[src/rtl/wb_master_pkg.sv]
// Shared types and constants for the Wishbone B4 request engine.
package wb_master_pkg;

  typedef enum logic [1:0] {
    IDLE  = 2'd0,
    XFER  = 2'd1,
    ABORT = 2'd2
  } state_t;

  localparam logic [2:0] CTI_CLASSIC = 3'b000;
  localparam logic [2:0] CTI_INCR    = 3'b010;
  localparam logic [2:0] CTI_EOB     = 3'b111;

  localparam int ADR_STEP = 4;

endpackage

[src/rtl/wb_master_req_watchdog.sv]
// Ack watchdog: counts cycles spent waiting for an acknowledge and flags
// expiry once TIMEOUT-1 consecutive un-acked cycles have elapsed.
module wb_ack_watchdog #(
  parameter int TIMEOUT = 1024
) (
  input  logic i_clk,
  input  logic i_rst_n,
  input  logic i_clr,
  input  logic i_en,
  output logic o_expire
);

  localparam int CW = (TIMEOUT > 1) ? $clog2(TIMEOUT) : 1;

  logic [CW-1:0] r_cnt;

  // Saturates at the expiry value so a stalled enable can never wrap.
  always_ff @(posedge i_clk or negedge i_rst_n) begin
    if (!i_rst_n) begin
      r_cnt <= '0;
    end else if (i_clr) begin
      r_cnt <= '0;
    end else if (i_en && !o_expire) begin
      r_cnt <= r_cnt + CW'(1);
    end
  end

  assign o_expire = (r_cnt == CW'(TIMEOUT - 1));

endmodule

[src/rtl/wb_master_req.sv]
// Wishbone B4 initiator: issues single and incrementing-burst read/write
// cycles from a command descriptor, with an ack watchdog that aborts stalls.
module wb_master_req
  import wb_master_pkg::*;
#(
  parameter int ADDR_W  = 32,
  parameter int DATA_W  = 32,
  parameter int LEN_W   = 8,
  parameter int TIMEOUT = 1024
) (
  input  logic              wb_clk_i,
  input  logic              wb_rst_n_i,
  input  logic              cmd_valid_i,
  output logic              cmd_ready_o,
  input  logic              cmd_we_i,
  input  logic [ADDR_W-1:0] cmd_addr_i,
  input  logic [LEN_W-1:0]  cmd_len_i,
  input  logic [3:0]        cmd_sel_i,
  input  logic [DATA_W-1:0] wr_data_i,
  output logic              wr_pop_o,
  output logic [DATA_W-1:0] rd_data_o,
  output logic              rd_valid_o,
  output logic              busy_o,
  output logic              done_o,
  output logic              timeout_o,
  output logic              wb_cyc_o,
  output logic              wb_stb_o,
  output logic              wb_we_o,
  output logic [ADDR_W-1:0] wb_adr_o,
  output logic [3:0]        wb_sel_o,
  output logic [2:0]        wb_cti_o,
  output logic [DATA_W-1:0] wb_dat_o,
  input  logic [DATA_W-1:0] wb_dat_i,
  input  logic              wb_ack_i
);

  state_t             r_state;
  state_t             w_state_nxt;
  logic               r_we;
  logic [ADDR_W-1:0]  r_adr;
  logic [LEN_W-1:0]   r_len;
  logic [LEN_W-1:0]   r_beat_cnt;
  logic [3:0]         r_sel;
  logic [DATA_W-1:0]  r_rd_data;
  logic               r_rd_valid;
  logic               r_done;

  logic w_xfer;
  logic w_accept;
  logic w_ack;
  logic w_last;
  logic w_expire;
  logic w_abort;
  logic w_unused_adr_lsb;

  assign w_xfer           = (r_state == XFER);
  assign w_accept         = cmd_valid_i && (r_state == IDLE);
  assign w_ack            = w_xfer && wb_ack_i;
  assign w_last           = (r_beat_cnt == r_len);
  // An ack in the expiry cycle wins over the abort.
  assign w_abort          = w_xfer && !wb_ack_i && w_expire;
  assign w_unused_adr_lsb = ^cmd_addr_i[1:0];

  wb_ack_watchdog #(
    .TIMEOUT (TIMEOUT)
  ) u_wdog (
    .i_clk    (wb_clk_i),
    .i_rst_n  (wb_rst_n_i),
    .i_clr    (!w_xfer || wb_ack_i),
    .i_en     (w_xfer),
    .o_expire (w_expire)
  );

  always_ff @(posedge wb_clk_i or negedge wb_rst_n_i) begin
    if (!wb_rst_n_i) begin
      r_state <= IDLE;
    end else begin
      r_state <= w_state_nxt;
    end
  end

  always_comb begin
    w_state_nxt = r_state;
    cmd_ready_o = 1'b0;
    busy_o      = 1'b1;
    wb_cyc_o    = 1'b0;
    wb_stb_o    = 1'b0;
    wb_we_o     = 1'b0;
    wb_cti_o    = CTI_CLASSIC;
    wb_dat_o    = '0;
    wr_pop_o    = 1'b0;
    timeout_o   = 1'b0;
    unique case (r_state)
      IDLE: begin
        cmd_ready_o = 1'b1;
        busy_o      = 1'b0;
        if (cmd_valid_i) begin
          w_state_nxt = XFER;
        end
      end
      XFER: begin
        wb_cyc_o = 1'b1;
        wb_stb_o = 1'b1;
        wb_we_o  = r_we;
        wr_pop_o = wb_ack_i && r_we;
        if (r_we) begin
          wb_dat_o = wr_data_i;
        end
        if (r_len == '0) begin
          wb_cti_o = CTI_CLASSIC;
        end else if (w_last) begin
          wb_cti_o = CTI_EOB;
        end else begin
          wb_cti_o = CTI_INCR;
        end
        if (wb_ack_i && w_last) begin
          w_state_nxt = IDLE;
        end else if (w_abort) begin
          w_state_nxt = ABORT;
        end
      end
      ABORT: begin
        timeout_o   = 1'b1;
        w_state_nxt = IDLE;
      end
      default: begin
        w_state_nxt = IDLE;
      end
    endcase
  end

  // Command latch, beat advance and read-return register.
  always_ff @(posedge wb_clk_i or negedge wb_rst_n_i) begin
    if (!wb_rst_n_i) begin
      r_we       <= 1'b0;
      r_adr      <= '0;
      r_len      <= '0;
      r_sel      <= '0;
      r_beat_cnt <= '0;
      r_rd_data  <= '0;
      r_rd_valid <= 1'b0;
      r_done     <= 1'b0;
    end else begin
      r_rd_valid <= w_ack && !r_we;
      r_done     <= w_ack && w_last;
      if (w_ack && !r_we) begin
        r_rd_data <= wb_dat_i;
      end
      if (w_accept) begin
        r_we       <= cmd_we_i;
        r_adr      <= {cmd_addr_i[ADDR_W-1:2], 2'b00};
        r_len      <= cmd_len_i;
        r_sel      <= cmd_sel_i;
        r_beat_cnt <= '0;
      end else if (w_ack && !w_last) begin
        r_adr      <= r_adr + ADDR_W'(ADR_STEP);
        r_beat_cnt <= r_beat_cnt + LEN_W'(1);
      end
    end
  end

  assign wb_adr_o   = r_adr;
  assign wb_sel_o   = r_sel;
  assign rd_data_o  = r_rd_data;
  assign rd_valid_o = r_rd_valid;
  assign done_o     = r_done;

endmodule

[config.mk]
export PLATFORM = sky130hd
export DESIGN_NAME = wb_master_req
export DESIGN_NICKNAME = d
export VERILOG_FILES = /design/src/rtl/wb_master_pkg.sv /design/src/rtl/wb_master_req_watchdog.sv /design/src/rtl/wb_master_req.sv
export SDC_FILE = /design/constraint.sdc
export NUM_CORES = 1
export LEC_CHECK = 0
export ABC_AREA = 1
export BUFFER_PORTS_ARGS = -buffer_cell sky130_fd_sc_hd__buf_2
export CAP_MARGIN = 40
export CORE_AREA = 2 2 112 114
export CTS_BUF_LIST = sky130_fd_sc_hd__clkbuf_2 sky130_fd_sc_hd__clkbuf_4 sky130_fd_sc_hd__clkbuf_8
export CTS_CLUSTER_SIZE = 24
export DETAILED_ROUTE_END_ITERATION = 10
export DIE_AREA = 0 0 114 116
export PLACE_DENSITY = 0.84
export SYNTH_ARGS = -nofsm -noshare
export SYNTH_HDL_FRONTEND = slang
export SYNTH_HIERARCHICAL = 1
export SYNTH_SLANG_ARGS = --single-unit
[constraint.sdc]
create_clock -name wb_clk_i -period 3.4 [get_ports wb_clk_i]
set_input_delay 0.34 -clock wb_clk_i [delete_from_list [all_inputs] [get_ports wb_clk_i]]
set_output_delay 0.34 -clock wb_clk_i [all_outputs]
set_load 0.005 [all_outputs]
==> Word level (Yosys, flattened, before mapping) <==
Cells that the tools add are included.
{ "word_totals": {"ff_bits": 99, "inputBits": 113, "out_inout_bits": 112, "wordCells": 61} }
{ "classes": {"add_sub_neg": 3, "n_eq_ne": 6, "n_mux": 21, "n_reduce_logical": 21} }
{ "op_table": {"columns": ["cell", "n"], "rows": [
  ["32-bit 2-to-1 mux", 4],
  ["32-bit by 3-bit adder with 32-bit output (second input constant)", 1],
  ["10-bit 2-to-1 mux", 2],
  ["8-bit 2-to-1 mux", 2],
  ["10-bit by 1-bit adder with 10-bit output (second input constant)", 1],
  ["10-bit == test (second input constant)", 1],
  ["1-bit logical AND", 10],
  ["3-bit 2-to-1 mux", 3],
  ["8-bit by 1-bit adder with 8-bit output (second input constant)", 1],
  ["8-bit == test", 1],
  ["8-bit logical NOT", 1],
  ["1-bit 2-to-1 mux", 6],
  ["2-bit 2-to-1 mux", 3],
  ["1-bit logical NOT", 5],
  ["2-bit one-hot mux with 2 select lines", 1],
  ["2-bit nonzero test", 2],
  ["3-bit inequality test (second input constant)", 1],
  ["2-bit by 1-bit == test with 1-bit output (second input constant)", 1],
  ["2-bit == test (second input constant)", 1],
  ["2-bit logical NOT", 1],
  ["2-bit inequality test (second input constant)", 1],
  ["2-bit AND reduction", 1],
  ["1-bit logical OR", 1]
]} }

==> Logic depth before layout (Yosys ltp) <==
Gate-level depths: netlist (run 1).
{ "logic_depth": {"depth_word": 6, "depth_mapped": 11, "depth_no_buf": 11} }

==> Modules after synthesis <==
Netlist (run 1), hierarchy kept.
{ "by_module_without_submodules": {"columns": ["mod", "n_inst", "cells_per_inst", "area_per_inst_um2", "seq_area_each_um2"], "rows": [
  ["wb_master_req", 1, 782, 5172.5, 2177.1],
  ["wb_ack_watchdog", 1, 98, 665.6, 250.2]
]} }

==> Worst setup path after synthesis (run 1) <==
Ideal clock, no wire load.
{ "synth_path": {"path_type": "reg2reg", "from": "register r_adr[3] (netlist: wb_adr_o[3])", "to": "register r_adr[14] (netlist: wb_adr_o[14])", "setup_ns": 0.121, "arrival_ns": 1.361, "t_required_ns": 3.279, "path_slack_ns": 1.918, "stages_incl_launch_ff": 11, "n_path_buf": 0, "period_less_slack_ns": 1.482, "path_cell_list": "dfrtp_1 ha_1 nand3_1 inv_1 nand2_1 inv_1 nand3_1 nand3_1 nand2_1 nand2_1 o21ai_1"} }
{ "synth_between": {"elab_chain_cells": 3} }
{ "synth_lines": {"columns": ["item", "line_no", "text"], "rows": [
  ["start: declaration", "wb_master_req.sv:40", "logic [ADDR_W-1:0] r_adr;"],
  ["start signal: assignment", "wb_master_req.sv:151", "r_adr <= {cmd_addr_i[ADDR_W-1:2], 2'b00};"],
  ["start signal: assignment", "wb_master_req.sv:156", "r_adr <= r_adr + ADDR_W'(ADR_STEP);"],
  ["32-bit by 3-bit adder with 32-bit output", "wb_master_req.sv:156", null],
  ["32-bit 2-to-1 mux", "wb_master_req.sv:155", "end else if (w_ack && !w_last) begin"],
  ["32-bit 2-to-1 mux", "wb_master_req.sv:149", "if (w_accept) begin"]
]} }
Every way passes these cells. The select of a mux whose other input is x is not followed.
A chain may end at the register's enable or synchronous reset.

==> Worst setup path in the final report (run 1) <==
{ "layout_path": {"from": "register r_state[1]", "to": "register r_rd_data[5] (netlist: rd_data_o[5])"} }
{ "layout_between": {"elab_chain_cells": 3} }
{ "layout_lines": {"columns": ["item", "line_no", "text"], "rows": [
  ["start: declaration", "wb_master_req.sv:37", "state_t r_state;"],
  ["start signal: assignment", "wb_master_req.sv:78", "r_state <= w_state_nxt;"],
  ["2-bit by 1-bit == test with 1-bit output", "wb_master_req.sv:56", "assign w_xfer = (r_state == XFER);"],
  ["1-bit logical AND", "wb_master_req.sv:58", "assign w_ack = w_xfer && wb_ack_i;"],
  ["1-bit logical AND", "wb_master_req.sv:146", "if (w_ack && !r_we) begin"],
  ["end signal: assignment", "wb_master_req.sv:147", "r_rd_data <= wb_dat_i;"],
  ["end: declaration", "wb_master_req.sv:44", "logic [DATA_W-1:0] r_rd_data;"]
]} }
Every way passes these cells.

==> results of run 1 <==
[per-stage QoR]
stage,worst slack (ns),util,std cells
2_1_floorplan,1.918,-,881
3_3_place_gp,1.191,0.5840,1216
3_5_place_dp,1.183,0.5876,1218
4_1_cts,1.154,0.6035,1235
5_1_grt,0.9349,0.6035,1235
6_report,1.151,0.6037,1236
[worst register-to-register path, cell delays in order, from the launching register on]
cell and delay, ns:
dfrtp_1 0.43, nor2_4 0.22, inv_2 0.25, nor2_4 0.22, inv_2 0.08, nor2_4 0.07
buf_4 0.33, inv_2 0.32, nand2_1 0.16, nand2_1 0.06
[logic make-up after synthesis]
logic type               synth area share
AO/OA/AOI/OAI                     0.03600
XOR/XNOR                          0.01500
adder cells (fa/ha/maj)          0.006430
buffers and inverters             0.07715
flip-flops                         0.4158
other                           0.0006423
AND/OR/NAND/NOR                    0.4490
[synthesized netlist by cell type, drive strengths merged]
| library cell | n |
|---|---|
| nor3 | 3 |
| nand2 | 394 |
| a21oi | 2 |
| dfrtp | 97 |
| o21bai | 6 |
| nor2 | 114 |
| buf | 26 |
| inv | 62 |
| or2 | 11 |
| nand3b | 3 |
| clkbuf | 12 |
| xnor2 | 5 |
| and2 | 1 |
| conb | 1 |
| o21ai | 27 |
| nand3 | 103 |
| ha | 3 |
| a31oi | 2 |
| nand4 | 2 |
| o211ai | 1 |
| xor2 | 5 |
[area by class of cell]
class / instances / area share
multi-input cells: 684 / 0.4122
well taps: 147 / 0.02558
repair buffers: 229 / 0.1670
clock inverters: 6 / 0.006612
inverters: 62 / 0.03236
clock buffers: 10 / 0.01827
flip-flops and latches: 97 / 0.3376
diodes: 1 / 0.0003480
[report_power, final]
part / switching [W] / internal (W) / leakage, nW
clock network: 0.000442 / 0.000284 / 0.0915
logic: 0.00120 / 0.000886 / 2.64
registers: 0.000489 / 0.00161 / 1.24
total: 0.00213 / 0.00278 / 3.97
[worst paths after layout]
kind	start	cells after the start	end	slack [ns]
min	cmd_sel_i[0]	3	wb_sel_o[0]	0.14
max in group asynchronous	wb_rst_n_i	4	r_len[7]	2.06
max	r_state[1]	9	rd_data_o[5]	1.15
min reg2reg	rd_data_o[2]	2	rd_data_o[2]	0.47
min in group asynchronous	wb_rst_n_i	2	wb_adr_o[10]	0.45
max reg2reg	r_state[1]	9	rd_data_o[5]	1.15
[flip-flops by register name (all words and copies together) (netlist names)]
| register | flops |
|---|---|
| wb_sel_o | 4 |
| wb_adr_o | 30 |
| rd_data_o | 32 |
| r_beat_cnt | 8 |
| r_len | 8 |
| done_o | 1 |
| u_wdog/r_cnt | 10 |
| rd_valid_o | 1 |
| r_state | 2 |
| r_we | 1 |
[what timing repair did]
item / CTS / global route
hold endpoints to repair: 35 / 0
hold buffers: 1 / 0
buffers inserted: 0 / 0
[layer usage]
| layer | vias to the layer above | share of wire |
|---|---|---|
| li1 | 3119 | - |
| met1 | 2798 | 0.43 |
| met2 | 207 | 0.49 |
| met3 | 22 | 0.065 |
| met4 | 0 | 0.015 |
| met5 | - | 0 |
==> impl_results.md, run 1 <==
* Max Root-Sink Buffers at 2
* Bufs and invs on worst path at 4
* Post-DP HPWL at 11600 um
* CP max FO at 34
* Setup crit start kind: flop
* Remaining DRCs at 0
* Placed inst area at 0.006999 mm2
* Worst IR Drop VDD at 0.4245 mV
* Mapped Avg Cell Area at 6.634 um2
* Drt via density at about 5
* GR Util met1 at 0.3102
* Slew of the pin with the lowest slew margin at about 0.57 ns
* YS warnings at 6
* Final hold vios at 0
* Area contributors post-synth: dfrtp_1, nand2_1, nand3_1
* Status: completed
* Clk Latency, worst-skew pair at 0.39 ns
* Slew Limit Headroom at 0.6221
* Final setup viols at 0
* GRT Util Overall at 0.2413
* CP top delay family: buffers and inverters
* Crit path kind: flop to flop
* Register area at 0.002427 mm2
* Vias in the first global route at about 5600
* Row cnt at 40
* FF+latch count, synth at 97
* Antenna violations before repair at 0
* Core Box Area at 0.01191 mm2
* Yosys cell types at 31
* Clock H-tree levels at 3
* Delay of the slowest cell on the worst path at 0.43 ns
* Die Ht at around 120 um
* Final Cycle Share at 0.6615
* CP Capture Type: flop
* DR WL/cell at 12.75 um
* Final Power at 0.004911 W
* Clock slew seen by the registers of the worst setup and hold paths at around 0.1 ns
* 1st-iter DRT viols at between 400 and 500
* Antenna viol nets, final at 0
* WHS at 0.1393 ns
* Number of CTS-inserted buffers at 9
* RSZ-0062 raised after global routing: false
* Area leader, netlist: dfrtp_1
* Via count of the routed design at 6146
* Worst Skew at 0.01211 ns
* HP Class: primary input to flop
* Layout area overhead at 23.17%
* Starting Density at 0.4901
* Sink Count at 97
* Largest net degree at the start of global routing at 53
* Grt peak-use layer: met2
* CP arrival at 2.53 ns
* Mapped Cells at 880
* Port Buffers at 220
* Grt ovf at 0
* Critical-path cell list: nor2_4 > inv_2 > nor2_4 > inv_2 > nor2_4 > buf_4 > inv_2 > nand2_1 > nand2_1
* First-pass GRT wire length at roughly 26000 um
* Die width at between 100 and 150 um
* GR Util met2 at 0.4071
* P per Cell Area at 682.9 mW/mm2
* Leak Pwr at 3.970 nW
* Mapped cell area at between 0.005 and 0.006 mm2
* TritonCTS clock tree: yes
* Commonest non-fill, non-tap cell in the layout: nand2_1
* Fraction of the yosys area taken by sequential cells at 0.4158
* Final layout net count at 1199
* Most frequent cells in the layout: nand2_1, buf_2, nor2_1, nand3_1, dfrtp_1
* Routability cong. at 0.9236
* Max Fclk at 444.6 MHz
* Final Max Tran Viols at 0
* Min cycle time layout at between 2 and 2.5 ns
* Area share of the largest cell type after synthesis at 0.4158
* CTS Root Cell: clkbuf_8
* Multi-input logic area at 0.002964 mm2
* Setup TNS at 0 ns
* Max-cap violations at 0
* # IOs at 225
* Layout cells sized above 1 at 0.2491
* Final wirelength at ~16000 um
* Worst path slowest cell: dfrtp_1
* Fin area at roughly 0.007 mm2
* Met3 Track Usage GR at 0.05492
* Worst Path Required at roughly 3.7 ns
* Die area at 0.01322 mm2
* Pre-antenna DRT Iters at 5
* Fillers at ~1200
* CTS resizes at 0
Note: power is estimated with default switching activity, not from simulation.
==> inputs of run 2 (changes only) <==
ABC_AREA = 0   (was 1)
CORE_AREA = 2 2 104 106   (was 2 2 112 114)
DIE_AREA = 0 0 106 108   (was 0 0 114 116)
PLACE_DENSITY = 0.86   (was 0.84)
clock period = 2.29 ns   (was 3.4 ns; I/O delays follow)
==> impl_results.md, run 2 <==
* Ys async rst share at 1.000
* First-pass GRT wire length at 21320 um
* Row cnt at 37
* Status: completed
* Port Buffers at 220
* Hold endpoint: r_len[7]
* Most frequent cells in the layout: buf_2, dfrtp_1, nand2_1, and3_1, mux2_2
* Worst IR Drop VDD at 0.6496 mV
* Delay of the slowest cell on the worst path at approximately 0.47 ns
* Fillers at 850
* Yosys cell types at 45
* Area leader, netlist: dfrtp_1
* Routability cong. at 0.9084
* Post-DP HPWL at between 10000 and 15000 um
* Worst R2R Path Depth at 5
* Final wirelength at 13300 um
* Grt ovf at 0
* FF+latch count, synth at 97
* CP arrival at around 1.9 ns
* Reg2reg start: r_state[1]
* Max-cap violations at 0
* CTS resizes at 0
* Final Max Tran Viols at 0
* Multi-input logic area at 0.002341 mm2
* Largest net degree at the start of global routing at 50
* Worst Skew at 0.01119 ns
* TritonCTS clock tree: yes
* Hold path cells at 3
* Fraction of the yosys area taken by sequential cells at 0.4903
* Layout cells sized above 1 at 0.4127
* Register area at 0.002427 mm2
* Top-count cell post-synth: dfrtp_1
* Clock slew seen by the registers of the worst setup and hold paths at 0.10 ns
* Final setup viols at 0
* CP max FO at 6
* Drt via density at about 5.4
* Hold_sp: cmd_len_i[7]
* Layout area overhead at 30.38%
* 1st-iter DRT viols at 210
* Max Fclk at 470.5 MHz
* # IOs at 225
* Setup crit start kind: flop
* GRT Util Overall at 0.2324
* Worst path slowest cell: dfrtp_1
* RSZ-0062 raised after global routing: false
* CTS Root Cell: clkbuf_8
* Antenna violations before repair at 0
* Clk Latency, worst-skew pair at 0.37 ns
* Pre-antenna DRT Iters at 4
* Die Ht at 108 um
* DR WL/cell at 15.50 um
* Remaining DRCs at 0
* Post-synth EDFFs at 0
* Mapped cell area at 0.004951 mm2
* Setup TNS at 0 ns
* Worst reg2reg path endpoint: wb_adr_o[24]
* Placed inst area at between 0.006 and 0.007 mm2
* Core Box Area at between 0.01 and 0.015 mm2
* Slew of the pin with the lowest slew margin at 0.5121 ns
* HP Class: primary input to flop
* Final hold vios at 0
* Max Root-Sink Buffers at 2
* Fin area at 0.006455 mm2
* Area contributors post-synth: dfrtp_1, mux2_2, nand2_1
* List of most frequent post-synthesis cells: dfrtp_1, nand2_1, and3_1
* P per Cell Area at 1127 mW/mm2
* YS warnings at 6
* Max reg flops at 32
* Critical-path cell list: xnor2_1 > nand4_2 > or2_2 > nor2b_1 > buf_2
* Sink Count at 97
* Via count of the routed design at 4650
* Commonest non-fill, non-tap cell in the layout: buf_2
* Crit path kind: flop to primary output
* Worst Path Required at 2.06 ns
* Min cycle time layout at 2.125 ns
* CP Capture Type: primary output
* Die area at 0.01145 mm2
* WHS at approximately 0.045 ns
* N_diodes at 0
* Top_reg_cell synth: dfrtp_1
* Mapped Avg Cell Area at 9.902 um2
* Final Cycle Share at 0.9280
* Utilization after layout at 0.6309
* Die width at 106 um
* Mapped Cells at 500
* Slew Limit Headroom at 0.6586
* Leak Pwr at ~3.2 nW
* Final Power at 0.007274 W
* Area share of the largest cell type after synthesis at 0.4903
* Starting Density at 0.4839
* Clock H-tree levels at 3
* Final layout net count at ~830
* Worst R2R Setup Slack at 0.31 ns
* Vias in the first global route at 4476
* Antenna viol nets, final at 0
* Number of CTS-inserted buffers at 9
-- run 2: cell count changes in the layout (fill, tap and decap cells not counted), moves of 7 or more --
cell,before,now
inv_1,59,6
buf_4,7,16
and3_1,0,38
a21oi_1,2,14
mux2_2,0,32
or3_1,0,15
o211ai_1,1,13
xor2_1,5,17
nand2_1,388,72
xnor2_1,5,12
nor2_1,108,30
nand3_1,103,17
a31oi_1,2,12
or2_2,11,2
-- run 2: worst max path at each step --
stage,from,to
2_1_floorplan,r_state[0],u_wdog/r_cnt[5]
3_3_place_gp,r_state[1],wb_adr_o[26]
3_5_place_dp,r_state[1],wb_adr_o[24]
4_1_cts,r_beat_cnt[2],wb_cti_o[0]
5_1_grt,r_beat_cnt[0],wb_cti_o[0]
6_report,r_beat_cnt[3],wb_cti_o[2]
-- run 2: report_power, final --
group          switching, W  internal, W  leakage (nW)  total, W
clock network      0.000600     0.000649         0.113   0.00125
logic               0.00152      0.00147          1.90   0.00299
registers          0.000622      0.00241          1.18   0.00304
-- run 2: critical path, delay by kind of cell, from the launching register on --
family        cells  cell delay (ns)
xor+xnor          1             0.25
buf+inv           1             0.14
simple gates      3             0.68
flops             1             0.47
-- run 2: area by class of cell --
class | count | share of cell area
clock inverters | 6 | 0.01396
multi-input cells | 365 | 0.3627
well taps | 136 | 0.02636
clock buffers | 10 | 0.02132
repair buffers | 238 | 0.1962
flip-flops and latches | 97 | 0.3760
inverters | 6 | 0.003489
-- run 2: metal layers --
layer / share of wire / vias up / track usage
met3: 0.055 / 18 / 0.03255
met1: 0.42 / 2233 / 0.2953
met2: 0.51 / 194 / 0.4037
met5: 0 / - / 0
li1: - / 2205 / -
met4: 0.017 / 0 / 0.09211
-- run 2: cell families (layout without fill, tap and decap cells) --
| family | count (synthesis) | count (layout) | share of synthesized area |
|---|---|---|---|
| buffers and inverters | 39 | 260 | 0.03866 |
| other | 1 | 2 | 0.0007574 |
| DFF | 97 | 97 | 0.4903 |
| and+or+nand+nor | 216 | 216 | 0.2267 |
| AOI/OAI and AO/OA | 80 | 80 | 0.1059 |
| adders and majority gates | 3 | 3 | 0.007582 |
| muxes | 35 | 35 | 0.07885 |
| xor gates and xnor gates | 29 | 29 | 0.05130 |
-- run 2: metrics by stage --
| step | setup slack [ns] | cells |
|---|---|---|
| 2_1_floorplan | 0.2876 | 501 |
| 3_3_place_gp | 0.4322 | 841 |
| 3_5_place_dp | 0.3638 | 841 |
| 4_1_cts | 0.1614 | 858 |
| 5_1_grt | 0.07606 | 858 |
| 6_report | 0.1648 | 858 |
-- run 2: repair_timing --
item,CTS,global route
endpoints found under the hold margin,26,0
buffers inserted,0,0
hold buffers,1,0
==> inputs of run 3 (changes only) <==
CORE_AREA = 2 2 103 105   (was 2 2 104 106)
DIE_AREA = 0 0 105 107   (was 0 0 106 108)
SYNTH_HIERARCHICAL = unset   (was 1)
==> impl_results.md, run 3 <==
* P per Cell Area at 1154 mW/mm2
* Worst path slowest cell: a2111o_1
* Via count of the routed design at 4787
* CP arrival at 2.45 ns
* Worst R2R Setup Slack at 0.11 ns
* Final Max Tran Viols at 0
* Grt ovf at 0
* Setup crit start kind: flop
* Worst Skew at 0.008372 ns
* Commonest non-fill, non-tap cell in the layout: buf_2
* Register area at 0.002427 mm2
* Crit path kind: flop to flop
* Fillers at ~860
* Max reg flops at 32
* Critical-path cell list: xnor2_1 > and4_1 > a2111o_1 > buf_4 > or3_1 > a31oi_1
* List of most frequent post-synthesis cells: dfrtp_1, nand2_1, and3_1, nor2_1, mux2_2
* Bufs and invs on worst path at 1
* Routability cong. at approximately 0.93
* Leak Pwr at 3.188 nW
* Yosys cell types at 40
* Area contributors post-synth: dfrtp_1, mux2_2, nand2_1
* Final Cycle Share at 0.9518
* Mapped cell area at 0.004895 mm2
* DP Worst Slack at 0.1533 ns
* GRT Util Overall at 0.2592
* Area leader, netlist: dfrtp_1
* Drt via density at 5.534
* Worst R2R Path Depth at 6
* Setup TNS at 0 ns
* Die Ht at 107 um
* Number of CTS-inserted buffers at 9
* Worst reg2reg path endpoint: wb_adr_o[27]
* Clock H-tree levels at 3
* Top_reg_cell synth: dfrtp_1
* Core Box Area at 0.01009 mm2
* Setup ws final at 0.1104 ns
* Area share of the largest cell type after synthesis at 0.4959
* Final hold vios at 0
* CTS resizes at 0
* Antenna violations before repair at 1
* Top-count cell post-synth: dfrtp_1
* Clk Latency, worst-skew pair at 0.36 ns
* Row cnt at 37
* Most frequent cells in the layout: buf_2, dfrtp_1, nand2_1, and3_1, nor2_1
* Slew Limit Headroom at 0.5579
* Antenna viol nets, final at 0
* Hold_sp: cmd_len_i[0]
* Layout area overhead at 31.52%
* Remaining DRCs at 0
* Largest net degree at the start of global routing at 54
* Critical path depth at 6
* Die area at 0.01124 mm2
* Final wirelength at 14840 um
* Cell total after placement at 843
* Delay of the slowest cell on the worst path at approximately 0.54 ns
* Worst IR Drop VDD at 0.6025 mV
* CP Capture Type: flop
* CP max FO at 9
* Slew of the pin with the lowest slew margin at 0.6464 ns
* HP Class: primary input to flop
* Multi-input logic area at around 0.0023 mm2
* Post-DP HPWL at about 11000 um
* Post-CTS Setup Bufs at 0
* CP endpoint: wb_adr_o[27]
* WHS at about 0.059 ns
* Pre-antenna DRT Iters at 5
* First-pass GRT wire length at 22740 um
* Worst Setup SP: r_beat_cnt[1]
* Max Root-Sink Buffers at 2
* Fin cells at approximately 870
* Min cycle time layout at approximately 2.2 ns
* Port Buffers at 220
* Reg2reg start: r_beat_cnt[1]
* Placed inst area at just over 0.006 mm2
* Vias in the first global route at around 4600
* Die width at 105 um
* CTS Root Cell: clkbuf_8
* Status: completed
* Sink Count at 97
* Fraction of the yosys area taken by sequential cells at 0.4959
* Max Fclk at 458.8 MHz
* Worst Path Required at about 2.6 ns
* CP top delay family: compound AO/OA/AOI/OAI gates
* YS warnings at 0
* Ys async rst share at 1.000
* # IOs at 225
* Post-synth EDFFs at 0
* Mapped Cells at 501
* 1st-iter DRT viols at 305
* Final setup viols at 0
* Fin area at 0.006437 mm2
* TritonCTS clock tree: yes
* Starting Density at 0.4850
* DR WL/cell at 17.15 um
* Max-cap violations at 0
* RSZ-0062 raised after global routing: false
* FF+latch count, synth at 97
* Clock slew seen by the registers of the worst setup and hold paths at roughly 0.1 ns
* Layout cells sized above 1 at 0.4047
* Final layout net count at 835
* Mapped Avg Cell Area at 9.770 um2
==> run 3: changes by cell type in the layout (fill, tap and decap cells not counted), moves of 6 or more <==
cell / before / now
nor2_1: 30 / 36
o211ai_1: 13 / 0
o2111ai_1: 6 / 0
xnor2_1: 12 / 26
xor2_1: 17 / 4
a2111oi_0: 0 / 6
==> run 3: cell families (layout without fill, tap and decap cells) <==
group,count (synthesis),in the layout,synth area share
compound gates,71,71,0.09433
xor+xnor,30,30,0.05368
fa+ha+maj,3,3,0.007670
buf+inv,41,263,0.03732
flops,97,97,0.4959
mux,36,36,0.08180
other cells,1,7,0.0007661
simple gates,222,222,0.2285
==> run 3: worst min-delay path by stage <==
stage | end | slack (ns) | cells past startpoint
after floorplan | done_o | -0.07 | 0
after detailed placement | wb_adr_o[24] | 0.09 | 1
after CTS | r_len[1] | 0.04 | 3
after global placement | wb_adr_o[25] | 0.09 | 1
final | r_len[0] | 0.06 | 3
after global routing | wb_sel_o[0] | 0.05 | 3
==> run 3: worst reg2reg max path: stages, from the launching register on <==
cell	delay [ns]
dfrtp_1	0.46
xnor2_1	0.18
and4_1	0.26
a2111o_1	0.55
buf_4	0.19
or3_1	0.30
a31oi_1	0.17
==> run 3: per-stage QoR <==
step	utilization	total power [W]
after floorplan	-	0.004723
after global placement	0.6134	0.006031
after detailed placement	0.6134	0.006204
after CTS	0.6366	0.007463
after global routing	0.6366	0.007958
final	0.6379	0.007431
==> run 3: final cells by class <==
class,count,share of cell area
clock inverter,5,0.01224
multi-input combinational,364,0.3567
clock buffer,11,0.02255
timing repair buffer,240,0.1990
antenna,5,0.001944
sequential,97,0.3771
inverter,7,0.004082
tap,136,0.02643
==> run 3: report_power, final <==
group          leakage [nW]  switching [W]  total (W)  internal [W]
clock network         0.117       0.000587    0.00124      0.000656
registers              1.18       0.000652    0.00308       0.00242
logic                  1.89        0.00159    0.00311       0.00152
==> run 3: layer usage <==
| layer | GRT usage | vias up | share of wire |
|---|---|---|---|
| li1 | - | 2218 | - |
| met2 | 0.4188 | 261 | 0.47 |
| met1 | 0.3263 | 2283 | 0.40 |
| met5 | 0 | - | 0 |
| met4 | 0.1162 | 0 | 0.024 |
| met3 | 0.07173 | 25 | 0.10 |
==> run 3: timing repair <==
item                       in CTS  in global routing
hold endpoints to repair       11                  0
hold buffers                    1                  0
setup endpoints to repair       0                  1
